[config.mk]
export PLATFORM = sky130hd
export DESIGN_NAME = isa_xcvr_controller
export DESIGN_NICKNAME = d
export VERILOG_FILES = /design/src/rtl/isa_xcvr_controller.sv
export SDC_FILE = /design/constraint.sdc
export NUM_CORES = 1
export LEC_CHECK = 0
export BUFFER_PORTS_ARGS = -buffer_cell sky130_fd_sc_hd__buf_2
export CELL_PAD_IN_SITES_DETAIL_PLACEMENT = 1
export CELL_PAD_IN_SITES_GLOBAL_PLACEMENT = 2
export CORE_MARGIN = 2
export CORE_UTILIZATION = 33
export DETAILED_ROUTE_END_ITERATION = 6
export HOLD_SLACK_MARGIN = 0.03
export PLACE_DENSITY = 0.78
export SLEW_MARGIN = 20
export SYNTH_ARGS = -nofsm -noshare
export SYNTH_HDL_FRONTEND = slang
export SYNTH_SLANG_ARGS = --single-unit
[constraint.sdc]
create_clock -name clk -period 3.2 [get_ports clk]
set_clock_uncertainty 0.15 [all_clocks]
set_input_delay 0.96 -clock clk [delete_from_list [all_inputs] [get_ports clk]]
set_output_delay 0.96 -clock clk [all_outputs]
set_load 0.03 [all_outputs]
[src/rtl/isa_xcvr_controller.sv]
// ISA I/O slave controller for an 8216 bidirectional transceiver pair.
//
// Decodes a 4-register I/O window at BASE_ADDR, sequences the transceiver chip
// select and direction, stretches the ISA cycle with IOCHRDY and generates
// one-cycle internal read/write strobes.
//
// Ports:
//   clk, rst         single clock, asynchronous active-high reset
//   isa_addr, aen    ISA SA[9:0] and AEN (AEN high blocks decode)
//   ior_n, iow_n     asynchronous ISA I/O strobes, active low
//   cs_n             8216 chip select, active low
//   dce              8216 direction (1 = ISA to internal, write)
//   iochrdy          ISA ready, low inserts wait states
//   reg_sel          register index latched from isa_addr[1:0]
//   wr_strobe        internal latch captures transceiver data
//   rd_strobe        internal source drives transceiver data
//   busy             controller not idle
//   strobe_err       sticky: both strobes seen low together
module isa_xcvr_controller #(
  parameter logic [9:0]  BASE_ADDR   = 10'h300,
  parameter int unsigned WAIT_CYCLES = 4
) (
  input  logic       clk,
  input  logic       rst,
  input  logic [9:0] isa_addr,
  input  logic       aen,
  input  logic       ior_n,
  input  logic       iow_n,
  output logic       cs_n,
  output logic       dce,
  output logic       iochrdy,
  output logic [1:0] reg_sel,
  output logic       wr_strobe,
  output logic       rd_strobe,
  output logic       busy,
  output logic       strobe_err
);

  typedef enum logic [2:0] {
    StIdle,
    StSetup,
    StAccess,
    StHold,
    StRecover
  } state_e;

  state_e     state_q, state_d;
  logic       ior_meta_q, ior_s;
  logic       iow_meta_q, iow_s;
  logic [3:0] cnt_q, cnt_d;
  logic       dir_q, dir_d;          // 1 = write cycle
  logic [1:0] reg_sel_q, reg_sel_d;
  logic       err_q, err_d;
  logic       armed_q, armed_d;      // both strobes seen high since last cycle/reset
  logic [1:0] flush_q;               // synchronizers hold reset value for two edges

  logic both_low;
  logic both_high;
  logic match;
  logic active_high;

  // Strobe synchronizers; idle (high) during reset.
  always_ff @(posedge clk or posedge rst) begin
    if (rst) begin
      ior_meta_q <= 1'b1;
      ior_s      <= 1'b1;
      iow_meta_q <= 1'b1;
      iow_s      <= 1'b1;
      flush_q    <= 2'b00;
    end else begin
      ior_meta_q <= ior_n;
      ior_s      <= ior_meta_q;
      iow_meta_q <= iow_n;
      iow_s      <= iow_meta_q;
      flush_q    <= {flush_q[0], 1'b1};
    end
  end

  always_ff @(posedge clk or posedge rst) begin
    if (rst) begin
      state_q   <= StIdle;
      cnt_q     <= 4'd0;
      dir_q     <= 1'b0;
      reg_sel_q <= 2'd0;
      err_q     <= 1'b0;
      armed_q   <= 1'b0;
    end else begin
      state_q   <= state_d;
      cnt_q     <= cnt_d;
      dir_q     <= dir_d;
      reg_sel_q <= reg_sel_d;
      err_q     <= err_d;
      armed_q   <= armed_d;
    end
  end

  assign both_low    = !ior_s && !iow_s;
  assign both_high   = ior_s && iow_s;
  assign match       = !aen && (isa_addr[9:2] == BASE_ADDR[9:2]);
  assign active_high = dir_q ? iow_s : ior_s;

  always_comb begin
    state_d   = state_q;
    cnt_d     = cnt_q;
    dir_d     = dir_q;
    reg_sel_d = reg_sel_q;
    err_d     = err_q;
    armed_d   = armed_q;
    cs_n      = 1'b1;
    iochrdy   = 1'b1;
    dce       = 1'b0;
    wr_strobe = 1'b0;
    rd_strobe = 1'b0;

    unique case (state_q)
      StIdle: begin
        if (both_low) begin
          err_d   = 1'b1;
          armed_d = 1'b0;
        end else if (both_high) begin
          // Arm only once the synchronizers reflect the real pins after reset.
          armed_d = flush_q[1];
        end else if (armed_q) begin
          // First cycle a single strobe is seen low: decode exactly once.
          armed_d = 1'b0;
          if (match) begin
            reg_sel_d = isa_addr[1:0];
            dir_d     = !iow_s;
            // Direction is driven during this cs_n-high cycle so it is settled
            // before the transceiver is enabled.
            dce       = !iow_s;
            state_d   = StSetup;
          end
        end
      end

      StSetup: begin
        cs_n      = 1'b0;
        iochrdy   = 1'b0;
        dce       = dir_q;
        rd_strobe = !dir_q;
        cnt_d     = 4'(WAIT_CYCLES);
        if (both_low) begin
          err_d   = 1'b1;
          state_d = StRecover;
        end else if (active_high) begin
          state_d = StRecover;
        end else begin
          state_d = StAccess;
        end
      end

      StAccess: begin
        cs_n    = 1'b0;
        iochrdy = 1'b0;
        dce     = dir_q;
        if (both_low) begin
          err_d   = 1'b1;
          state_d = StRecover;
        end else if (active_high) begin
          state_d = StRecover;
        end else if (cnt_q == 4'd0) begin
          wr_strobe = dir_q;
          state_d   = StHold;
        end else begin
          cnt_d = cnt_q - 4'd1;
        end
      end

      StHold: begin
        cs_n = 1'b0;
        dce  = dir_q;
        if (both_low) begin
          err_d   = 1'b1;
          state_d = StRecover;
        end else if (active_high) begin
          state_d = StRecover;
        end
      end

      StRecover: begin
        dir_d   = 1'b0;
        armed_d = 1'b0;
        state_d = StIdle;
      end

      default: begin
        state_d = StIdle;
      end
    endcase
  end

  assign reg_sel    = reg_sel_q;
  assign busy       = (state_q != StIdle);
  assign strobe_err = err_q;

endmodule

==> results of run 1 <==
[cells by family (layout without fill, tap and decap cells)]
group	after synthesis	after routing	synth area share [%]
fa+ha+maj	3	3	4.19
flops	18	18	50.8
other cells	1	1	0.419
compound gates	14	14	10.9
mux	3	3	4.19
simple gates	38	38	24.9
buf+inv	11	39	4.61
[registers in the layout (all words and copies together) (netlist names), 2 cells and up]
name,count
cnt_q,4
flush_q,2
reg_sel,2
state_q,3
[layer usage]
layer  up-vias  share of wire, %
met5         -                 0
met4         0              0.47
met3         2               3.4
met2        11                50
met1       387                46
li1        369                 -
[area by class of cell]
class | instances | area share (%)
Sequential cell | 18 | 40.9
Inverter | 10 | 3.37
Clock buffer | 3 | 2.02
Timing Repair Buffer | 26 | 12.6
Tap cell | 30 | 3.37
Multi-Input combinational cell | 59 | 37.8
[repair_timing]
action / CTS / global route
setup endpoints to repair: 1 / 2
gates resized for setup: 1 / 5
buffers inserted: 0 / 1
pin swaps: 0 / 1
gates cloned: 0 / 0
[worst max-delay path by stage]
stage / end / slack [ns] / cells after the start
4_1_cts: dce / 0.005 / 7
6_report: dce / 0.14 / 7
5_1_grt: dce / 0.006 / 7
3_3_place_gp: dce / 0.19 / 6
3_5_place_dp: dce / 0.15 / 6
2_1_floorplan: dce / 0.09 / 4
[cell usage in the layout (no fill, tap or decap), types with 2 or more instances in the layout]
cell / count
buf_2: 22
dfrtp_1: 14
inv_1: 10
nand2_1: 7
nor3_1: 6
nor2_1: 5
dfstp_2: 4
buf_4: 4
nand3_1: 3
o21ai_0: 3
clkbuf_4: 3
nand4bb_1: 2
and3_1: 2
mux2_2: 2
o211ai_1: 2
nand4_1: 2
nor3b_1: 2
a21oi_1: 2
ha_1: 2
[where the power goes]
part / leakage, nW / switching (mW) / internal (mW)
clock network: 0.0138 / 0.0701 / 0.0437
registers: 0.222 / 0.00274 / 0.234
logic: 0.323 / 0.0150 / 0.0136
[worst max-delay path, stage by stage (launching register included)]
cell and delay (ns):
dfstp_2 0.57, inv_1 0.05, ha_2 0.22, nand2b_4 0.18, nor3_4 0.19, nand4_1 0.11
a21oi_1 0.16, buf_4 0.18
==> metrics.md, run 1 <==
| Metric | Value |
|---|---|
| Status | `finished, final reports clean` |
| Non-filler cells, final | `146` |
| Hold Vio Cnt, Final | `0` |
| First-pass GRT wire length | `3.60 mm` |
| Hpwl dp | `1.65 mm` |
| Final global-route overflow total | `0` |
| Gr usage total | `14.5%` |
| Detail Route Antenna Nets | `0` |
| Worst hold path type | `reg2reg` |
| Pre-antenna DRT Iters | `3` |
| Max VDD drop | `203 µV` |
| Top post-synthesis cells by count | `14 x dfrtp_1, 10 x inv_1, 7 x nand2_1, 7 x nor3_1, 5 x nor2_1` |
| DRC | `0` |
| Crit path time final | `3.06 ns` |
| Row count | `18` |
| Initial antenna violation count | `0` |
| Antenna cells | `0` |
| Synthesized cell area | `896 µm²` |
| CTS tree | `done` |
| Seq/Total Area, Yosys | `50.8%` |
| Worst min-delay path startpoint | `ior_meta_q` |
| Starting Density | `35.5%` |
| Finished Cell Area | `0.00111 mm²` |
| TNS Setup | `0 ns` |
| Core Util, Final | `44.1%` |
| Die Y | `56.1 µm` |
| Yosys warnings | `0` |
| Crit Path Class | `reg2out` |
| Die Wd | `56.1 µm` |
| Worst slew margin | `53.1%` |
| Hold Path Cell Cnt | `0` |
| Yosys reg bits | `18` |
| TritonCTS buffer count | `3` |
| Die area | `0.00315 mm²` |
| CORE AREA | `0.00252 mm²` |
| CP max FO | `7` |
| Htree depth | `1` |
| Pleak | `0.560 nW` |
| CP Capture Type | `primary output` |
| CP Data Required Time | `2.09 ns` |
| Peak Freq | `0.327 GHz` |
| Slew Limit Fails | `0` |
| Syn_nets | `106` |
| PwrDens | `340 mW/mm²` |
| Measured slew at the worst slew-check pin | `0.702 ns` |
| Period utilization | `95.5%` |
| Layout cell share with drive strength beyond 1 | `35.3%` |
| FF-to-FF path depth | `5` |
| Fill cells | `299` |
| Cell count after synthesis | `88` |
| Worst-Skew Late Latency | `0.29 ns` |
| Via count | `769` |
| Syn-to-layout area delta | `24.3%` |
| Fin nets | `136` |
| DP Cell Count | `142` |
| Fin worst setup slack | `0.144 ns` |
| Number of enable flip-flop cells after synthesis | `0` |
| I/O pin cnt | `24` |
| RSZ-0062 raised after global routing | `no` |
| Share of the synthesized area in the top cell type | `39.1%` |
| DP Area | `0.00106 mm²` |
| Total chip power | `0.379 mW` |
| M2 GR Usage | `25.4%` |
| R2R Setup Slk | `1.16 ns` |
| PortBufs | `23` |
| Total Wirelength | `2.14 mm` |
| Initial DRC Count | `10` |
| Clock sink total | `18` |
| Unique masters post-synth | `33` |
| Critical Path Source Type | `flop` |
| Ys flop type | `dfrtp_1` |
| Routed WL per cell | `14.6 µm` |
| GR peak layer | `met2` |
| Largest net degree at the start of global routing | `19` |
| Synth area leaders | `dfrtp_1 39%, dfstp_2 12%, ha_1 4.2%` |
| Max cap viols | `0` |
| CTS clock-pin slew for the worst setup and hold paths | `0.10 ns` |
| Hold slack | `0.212 ns` |
| GP Congestion | `0.712` |
| Root Driver | `clkbuf_4` |
| Asr flop ratio synth | `100%` |
| Met1 Track Usage GR | `17.2%` |
| Reg2Reg Capture Point | `cnt_q[1]` |
| Count leader, synth | `dfrtp_1` |
| Hold endpoint | `ior_s` |
| Setup violators final | `0` |
| Setup slack after placement | `0.146 ns` |
| Vias in the first global route | `821` |
| CP arrival | `1.95 ns` |
| Reg2Reg Launch Point | `iow_s` |
| Grt met3 use | `3.26%` |
| FF/Latch Area | `455 µm²` |
| Critical path origin | `iow_s` |
| Synth Area per Inst | `10.2 µm²` |
| CTS max path bufs | `2` |
| Vias per std cell | `5.27` |
| # hold bufs at CTS | `0` |
| Area of the multi-input gates | `420 µm²` |
| Synth area leader | `dfrtp_1` |
Power figures use the tool's default switching activity.
==> inputs of run 2 (changes only) <==
--- a/config.mk
+++ b/config.mk
@@ -12,7 +12,7 @@
 export CORE_UTILIZATION = 33
 export DETAILED_ROUTE_END_ITERATION = 6
 export HOLD_SLACK_MARGIN = 0.03
-export PLACE_DENSITY = 0.78
+export PLACE_DENSITY_LB_ADDON = 0.1
 export SLEW_MARGIN = 20
 export SYNTH_ARGS = -nofsm -noshare
 export SYNTH_HDL_FRONTEND = slang
==> run 2 against run 1 <==
First-iteration DRC count decreased by 20%. Non-clock buffer count fell by 1. Largest cell class unchanged. Wire length increased by 1.5%. Total power rose by 5.8%. Sequential share of layout area about the same. Global-route usage decreased by 0.14 points. Sequential power hardly changed. Critical path depth shrank 2. Hold slack is essentially flat.
==> metrics.md, run 2 (synthesis results as in run 1) <==
| Metric | Value |
|---|---|
| Status | `finished, final reports clean` |
| Initial antenna violation count | `0` |
| PortBufs | `23` |
| Post-CTS setup buffer count | `0` |
| Total chip power | `0.401 mW` |
| Final global-route overflow total | `0` |
| First-pass GRT wire length | `3.53 mm` |
| CTS tree | `done` |
| Root Driver | `clkbuf_4` |
| I/O pin cnt | `24` |
| Max cap viols | `0` |
| CP peak stage delay | `0.46 ns` |
| CP Capture Type | `primary output` |
| Gr usage total | `14.3%` |
| FF/Latch Area | `455 µm²` |
| CORE AREA | `0.00252 mm²` |
| Hold Vio Cnt, Final | `0` |
| Die Wd | `56.1 µm` |
| Worst path cell trace | `inv_1, ha_1, nor3b_1, and4_2, buf_2` |
| Crit Path Class | `reg2out` |
| Period utilization | `96.3%` |
| Slew Limit Fails | `0` |
| Initial DRC Count | `8` |
| Die Y | `56.1 µm` |
| CP max stage cell | `nor3b_1` |
| Commonest cells after routing, fill and taps aside | `22 x buf_2, 14 x dfrtp_1, 10 x inv_1` |
| DP Area | `0.00106 mm²` |
| Finished Cell Area | `0.00111 mm²` |
| Vias per std cell | `5.24` |
| Largest regs | `cnt_q x4, state_q x3` |
| Fill cells | `304` |
| Worst hold path type | `reg2reg` |
| TritonCTS buffer count | `3` |
| Max VDD drop | `248 µV` |
| Layout cell share with drive strength beyond 1 | `36.2%` |
| Total Wirelength | `2.17 mm` |
| Detail Route Antenna Nets | `0` |
| Die area | `0.00315 mm²` |
| Crit path time final | `3.08 ns` |
| Clock sink total | `18` |
| Commonest non-fill, non-tap cell in the layout | `buf_2` |
| Area of the multi-input gates | `415 µm²` |
| DRC | `0` |
| Via count | `765` |
| Crit path buf inv count | `2` |
| CP arrival | `1.97 ns` |
| Htree depth | `1` |
| Worst slew margin | `52.9%` |
| Fin nets | `135` |
| CP Data Required Time | `2.09 ns` |
| Measured slew at the worst slew-check pin | `0.706 ns` |
| Pre-antenna DRT Iters | `4` |
| Starting Density | `35.5%` |
| Vias in the first global route | `765` |
| TNS Setup | `0 ns` |
| Hpwl dp | `1.66 mm` |
| Pleak | `0.560 nW` |
| Peak Freq | `0.324 GHz` |
| CTS max path bufs | `2` |
| Antenna cells | `0` |
| Largest net degree at the start of global routing | `19` |
| GP Congestion | `0.725` |
| CTS clock-pin slew for the worst setup and hold paths | `0.11 ns` |
| Critical Path Source Type | `flop` |
| Syn-to-layout area delta | `24.4%` |
| Routed WL per cell | `14.8 µm` |
| Worst-Skew Late Latency | `0.29 ns` |
| PwrDens | `360 mW/mm²` |
| Largest Register | `cnt_q` |
| Setup violators final | `0` |
| Max reg flops | `4` |
| Row count | `18` |
| Critical path's top delay family | `simple AND/OR/NAND/NOR gates` |
| CP max FO | `4` |
==> run 2: changes by cell type in the layout (fill, tap and decap cells not counted), sizes merged <==
cell	change
buf	-1
clkbuf	+1
==> run 2: metrics by stage <==
stage / setup slack, ns / utilization (%) / cells / hold slack (ns)
finish: 0.117 / 44.2 / 146 / 0.211
global route: -0.00597 / 44.2 / 146 / 0.220
CTS: 0.00299 / 43.6 / 146 / 0.212
detailed placement: 0.142 / 42.0 / 142 / 0.197
global placement: 0.187 / 42.0 / 142 / 0.186
floorplan: 0.0911 / - / 88 / 0.181
==> run 2: area by class of cell <==
type | instances | share of cell area, %
clock buffer | 4 | 3.25
inverter | 10 | 3.37
sequential | 18 | 40.9
multi-input combinational | 59 | 37.3
timing repair buffer | 25 | 11.9
tap | 30 | 3.37
==> run 2: timing repair <==
action                                  4_1_cts  5_1_grt
endpoints found under the setup margin        1        2
resized for setup                             1        4
pin swaps                                     0        0
hold buffers                                  0        0
==> run 2: worst reg2reg max path, cell delays in order (launching register included) <==
cell	delay (ns)
dfrtp_1	0.37
inv_1	0.08
ha_1	0.24
nor3b_1	0.19
or4b_4	0.57
or3_1	0.33
o21ai_0	0.09
==> run 2: routing by layer <==
| layer | global-route usage [%] | vias to the layer above | part of all wire [%] |
|---|---|---|---|
| met3 | 3.02 | 2 | 4.4 |
| met5 | 0 | - | 0 |
| met2 | 21.7 | 15 | 45 |
| met1 | 19.7 | 375 | 49 |
| li1 | - | 373 | - |
| met4 | 6.12 | 0 | 0.88 |
==> run 2: worst paths after layout <==
check | to | slack [ns] | cells after the start | start
min reg2reg | ior_s | 0.21 | 0 | ior_meta_q
max | wr_strobe | 0.12 | 5 | cnt_q[0]
min | ior_s | 0.21 | 0 | ior_meta_q
max reg2reg | cnt_q[1] | 1.10 | 6 | cnt_q[0]
min in group asynchronous | strobe_err | 0.61 | 2 | rst
max in group asynchronous | armed_q | 1.84 | 2 | rst
==> run 2: power by group <==
group / internal, mW / switching, mW / leakage (nW)
sequential: 0.234 / 0.00282 / 0.222
combinational: 0.0121 / 0.0145 / 0.317
clock: 0.0693 / 0.0685 / 0.0210
